<file path="src/rtl/add_pkg.sv">
// Shared types and sizing helpers for the sequential chunked adder.
package add_pkg;

    typedef enum logic [1:0] {
        IDLE,
        RUN,
        DONE
    } state_t;

    // Number of chunk cycles needed to cover the full operand width.
    function automatic int unsigned calc_nchunk(input int unsigned width,
                                                input int unsigned chunk);
        return width / chunk;
    endfunction

    // Chunk index width; never narrower than one bit.
    function automatic int unsigned calc_idx_w(input int unsigned nchunk);
        int unsigned w;
        w = 1;
        if (nchunk > 1) begin
            w = int'($clog2(nchunk));
        end
        return w;
    endfunction

endpackage

</file>
<file path="src/rtl/add_chunk.sv">
// W-bit combinational ripple-carry adder used once per cycle by add_seq.
module add_chunk #(
    parameter int unsigned W = 4
) (
    input  logic [W-1:0] X,
    input  logic [W-1:0] Y,
    input  logic         cin,
    output logic [W-1:0] Z,
    output logic         cout
);

    logic c;

    // Bitwise full-adder chain from LSB to MSB.
    always_comb begin
        Z = '0;
        c = cin;
        for (int unsigned i = 0; i < W; i++) begin
            Z[i] = X[i] ^ Y[i] ^ c;
            c    = (X[i] & Y[i]) | (X[i] & c) | (Y[i] & c);
        end
        cout = c;
    end

endmodule

</file>
<file path="src/rtl/add_seq.sv">
// Multi-cycle add/subtract: sums CHUNK bits per clock, carrying between
// chunks in a register, with a start/done handshake.
module add_seq
    import add_pkg::*;
#(
    parameter int unsigned WIDTH = 16,
    parameter int unsigned CHUNK = 4
) (
    input  logic             clk,
    input  logic             rstb,
    input  logic             start,
    input  logic             sub,
    input  logic [WIDTH-1:0] X,
    input  logic [WIDTH-1:0] Y,
    input  logic             cin,
    output logic [WIDTH-1:0] Z,
    output logic             cout,
    output logic             ovf,
    output logic             busy,
    output logic             done
);

    localparam int unsigned NCHUNK = calc_nchunk(WIDTH, CHUNK);
    localparam int unsigned IW     = calc_idx_w(NCHUNK);
    localparam logic [IW-1:0] LAST_IDX = IW'(NCHUNK - 1);

    state_t           state_q;
    logic [WIDTH-1:0] a_q;
    logic [WIDTH-1:0] b_q;
    logic [WIDTH-1:0] res_q;
    logic [WIDTH-1:0] z_q;
    logic             carry_q;
    logic [IW-1:0]    idx_q;
    logic             cout_q;
    logic             ovf_q;
    logic             busy_q;
    logic             done_q;

    logic [CHUNK-1:0] a_chunk;
    logic [CHUNK-1:0] b_chunk;
    logic [CHUNK-1:0] sum_chunk;
    logic             sum_carry;
    logic [WIDTH-1:0] res_d;

    // Select the current chunk and merge its sum into the partial result.
    always_comb begin
        a_chunk = a_q[idx_q*CHUNK +: CHUNK];
        b_chunk = b_q[idx_q*CHUNK +: CHUNK];
        res_d   = res_q;
        res_d[idx_q*CHUNK +: CHUNK] = sum_chunk;
    end

    add_chunk #(
        .W(CHUNK)
    ) u_chunk (
        .X   (a_chunk),
        .Y   (b_chunk),
        .cin (carry_q),
        .Z   (sum_chunk),
        .cout(sum_carry)
    );

    // Control FSM with datapath registers; Z/cout/ovf load only on the last chunk.
    always_ff @(posedge clk or negedge rstb) begin
        if (!rstb) begin
            state_q <= IDLE;
            a_q     <= '0;
            b_q     <= '0;
            res_q   <= '0;
            z_q     <= '0;
            carry_q <= 1'b0;
            idx_q   <= '0;
            cout_q  <= 1'b0;
            ovf_q   <= 1'b0;
            busy_q  <= 1'b0;
            done_q  <= 1'b0;
        end else begin
            case (state_q)
                IDLE, DONE: begin
                    done_q <= 1'b0;
                    if (start) begin
                        // Subtraction is A + ~B + 1, so cin is overridden.
                        a_q     <= X;
                        b_q     <= sub ? ~Y : Y;
                        carry_q <= sub ? 1'b1 : cin;
                        idx_q   <= '0;
                        res_q   <= '0;
                        busy_q  <= 1'b1;
                        state_q <= RUN;
                    end else begin
                        busy_q  <= 1'b0;
                        state_q <= IDLE;
                    end
                end
                RUN: begin
                    res_q   <= res_d;
                    carry_q <= sum_carry;
                    idx_q   <= idx_q + 1'b1;
                    if (idx_q == LAST_IDX) begin
                        z_q     <= res_d;
                        cout_q  <= sum_carry;
                        ovf_q   <= (a_q[WIDTH-1] == b_q[WIDTH-1]) &&
                                   (res_d[WIDTH-1] != a_q[WIDTH-1]);
                        busy_q  <= 1'b0;
                        done_q  <= 1'b1;
                        state_q <= DONE;
                    end
                end
                default: begin
                    busy_q  <= 1'b0;
                    done_q  <= 1'b0;
                    state_q <= IDLE;
                end
            endcase
        end
    end

    assign Z    = z_q;
    assign cout = cout_q;
    assign ovf  = ovf_q;
    assign busy = busy_q;
    assign done = done_q;

endmodule

</file>
<file path="config.mk">
export PLATFORM = sky130hd
export DESIGN_NAME = add_seq
export DESIGN_NICKNAME = d
export VERILOG_FILES = /design/src/rtl/add_pkg.sv /design/src/rtl/add_chunk.sv /design/src/rtl/add_seq.sv
export SDC_FILE = /design/constraint.sdc
export NUM_CORES = 1
export LEC_CHECK = 0
export BUFFER_PORTS_ARGS = -buffer_cell sky130_fd_sc_hd__buf_2
export CORE_MARGIN = 2
export CORE_UTILIZATION = 25
export DETAILED_ROUTE_END_ITERATION = 10
export GPL_ROUTABILITY_DRIVEN = 0
export PLACE_DENSITY_LB_ADDON = 0.15
export SETUP_SLACK_MARGIN = 0.5
export SYNTH_ARGS = -nofsm -noshare
export SYNTH_HDL_FRONTEND = slang
export SYNTH_SLANG_ARGS = --single-unit
</file>
<file path="constraint.sdc">
create_clock -name clk -period 3.5 [get_ports clk]
set_clock_uncertainty 0.05 [all_clocks]
set_input_delay 0.35 -clock clk [delete_from_list [all_inputs] [get_ports clk]]
set_output_delay 0.35 -clock clk [all_outputs]
set_load 0.1 [all_outputs]
</file>
==> results.cfg <==
[status]
status = complete, no violations

[detailed_routing]
vias = 2436
drc = 0
drt_pass1_iterations = 4
drt-wirelength-per-cell_um = 14.2
drtIter0Drc = 77
avgViaCountPerCell = 4.25
drtAntennaViolNets = 0
routed_wirelength_um = 8130

[final_layout]
final_area_sq_mm = 0.00434
final_cell_mix = nand2_1 (81), dfrtp_1 (70), buf_2 (56)
num-nets-final = 435
diodes = 0
area_delta_synth_final_pct = 25.1
final_common_cell = nand2_1
final_layout_size_suffix_gt1_frac = 0.252
instances_no_fill = 573

[setup_path]
ff2ff_path_depth = 9
r2r-start = idx_q[1]
criticalPathCategory = flop to flop
crit_path_start_kind = flop
cp_max_fo = 13
worstPathRequired_ps = 3710
end_kind = flop
r2r-end = ovf
arrival_ps = 3120
rrSetupSlack_ps = 600

[floorplan]
die_area_sq_mm = 0.0148
num_rows = 43
die-width_um = 122
die_height_um = 122
core_sq_mm = 0.0137
start_util = 0.253
pin_count = 57

[sta]
worst_slack_ps = 598
maxSlewViolCount = 0
tightest_slew_ps = 940
setup_viol = 0
maxSlewHeadroom = 0.373
final.min_clock_period_ps = 2900
layout_worst_path_cycle_share = 0.829
hold_viol = 0
rsz0062_at_grt = true
setup_tns_ps = 0
fmax_mhz = 345

[clocking]
cts_max_path_buffers = 2
cts_tree = yes
clk_pin_slew_ps = 60
cts_made_buffers = 9
cts-root-buf = clkbuf_16
clk_latency_ps = 330
clock_sinks = 72
postCtsHoldBufs = 0
cts-htree-levels = 3

[flow_run]
drv_cap = 0

[placement]
place_area_sq_mm = 0.00391
dp_slack_ps = 293
dp_hpwl_um = 5730
dp.cells = 552
io_buffers = 56

[logic_synthesis]
synth_top_area_share = 0.519
yosysUniqueCellTypes = 31
yosysTopAreaCell = dfrtp_1
synth_area_leaders = dfrtp_1 (52%), nand2_1 (8.8%), mux4_2 (5.2%)
syn_inst = 333
syn-cell-area_sq_mm = 0.00347
syn_area_per_cell_sq_um = 10.4
seq_area_frac_synth = 0.519
ys_warn_count = 0
ys_ff_latch = 72
postSynthNetCount = 380

[global_route]
grt_antenna_before_repair = 0
grt_start_max_net_pins = 73
grt_pass1_vias = 2549
grt.overflow.total = 0
grt_pass1_wl_um = 13400
grt.total_usage = 0.120

[worst_hold_path]
hold_path_depth = 3
hold_end = a_q[14]
hold_path.class = input pin to flop
min_from = X[14]
[cell families (layout without fill, tap and decap cells)]
| logic type | after synthesis | after routing | synth area share |
|---|---|---|---|
| XOR/XNOR | 16 | 16 | 0.0404 |
| flip-flops | 72 | 72 | 0.519 |
| multiplexers | 14 | 14 | 0.0696 |
| AND/OR/NAND/NOR | 116 | 116 | 0.153 |
| adder cells (fa/ha/maj) | 10 | 10 | 0.0447 |
| buffers and inverters | 35 | 95 | 0.0465 |
| AO/OA/AOI/OAI | 70 | 70 | 0.126 |
[area by class of cell]
type | count | area (sq um)
Fill cell | 1433 | 9380
Sequential cell | 72 | 1800
Multi-Input combinational cell | 226 | 1510
Timing Repair Buffer | 67 | 383
Clock buffer | 11 | 243
Tap cell | 180 | 225
Clock inverter | 5 | 128
Inverter | 12 | 45.0
[metal layers]
| layer | up-vias | global-route usage | part of all wire |
|---|---|---|---|
| li1 | 1236 | - | - |
| met1 | 1142 | 0.153 | 0.47 |
| met2 | 50 | 0.196 | 0.48 |
| met3 | 8 | 0.0332 | 0.041 |
| met4 | 0 | 0.0388 | 0.013 |
| met5 | - | 0 | 0 |
[critical path, cell delays in order, from the launching register on]
cell,delay (ps)
dfrtp_2,540
mux4_2,280
fa_2,200
inv_2,40
fa_2,330
fa_1,370
inv_1,80
fa_2,490
a2111o_1,380
nand3_1,70
[cell usage after synthesis]
master	n
a2111o_1	1
clkbuf_1	8
buf_6	1
and4bb_2	2
buf_2	12
a22o_1	9
a221o_1	1
nor4b_1	1
mux2i_1	5
o21ai_0	34
nand2_1	81
mux2_2	1
a32o_1	7
and4b_1	1
nand4_1	1
xnor2_1	16
ha_1	6
nor2_1	6
dfrtp_1	72
mux4_2	8
buf_4	2
nand3_1	2
and4bb_1	1
a21oi_1	16
inv_1	12
nor2b_1	18
o31ai_1	1
fa_1	4
o2bb2ai_1	1
nand3b_1	1
nand2b_1	2
[registers in the layout, indices dropped and copies added (netlist names)]
signal	count
Z	16
a_q	16
b_q	16
busy	1
carry_q	1
cout	1
idx_q	2
ovf	1
res_q	16
state_q	2
[per-stage QoR]
stage	utilization	hold slack (ps)
6_report	0.316	154
5_1_grt	0.316	152
4_1_cts	0.314	145
3_5_place_dp	0.285	417
3_3_place_gp	0.285	407
2_1_floorplan	-	4.41
[how the worst max path moves through the flow]
stage / start / end / slack (ps)
after floorplan: idx_q[0] / ovf / 480
after global placement: idx_q[1] / ovf / 430
after detailed placement: idx_q[1] / ovf / 290
after CTS: idx_q[0] / Z[3] / 510
after global routing: idx_q[0] / ovf / 490
final: idx_q[1] / ovf / 600
[repair_timing]
item	CTS	global route
hold endpoints to repair	0	0
resized for setup	3	6
pin swaps	1	1
setup endpoints to repair	9	9
buffers inserted	3	2
Power is left out: the tool's default activity adds up to more than one toggle a clock period on the data nets, which glitch-free logic cannot reach.
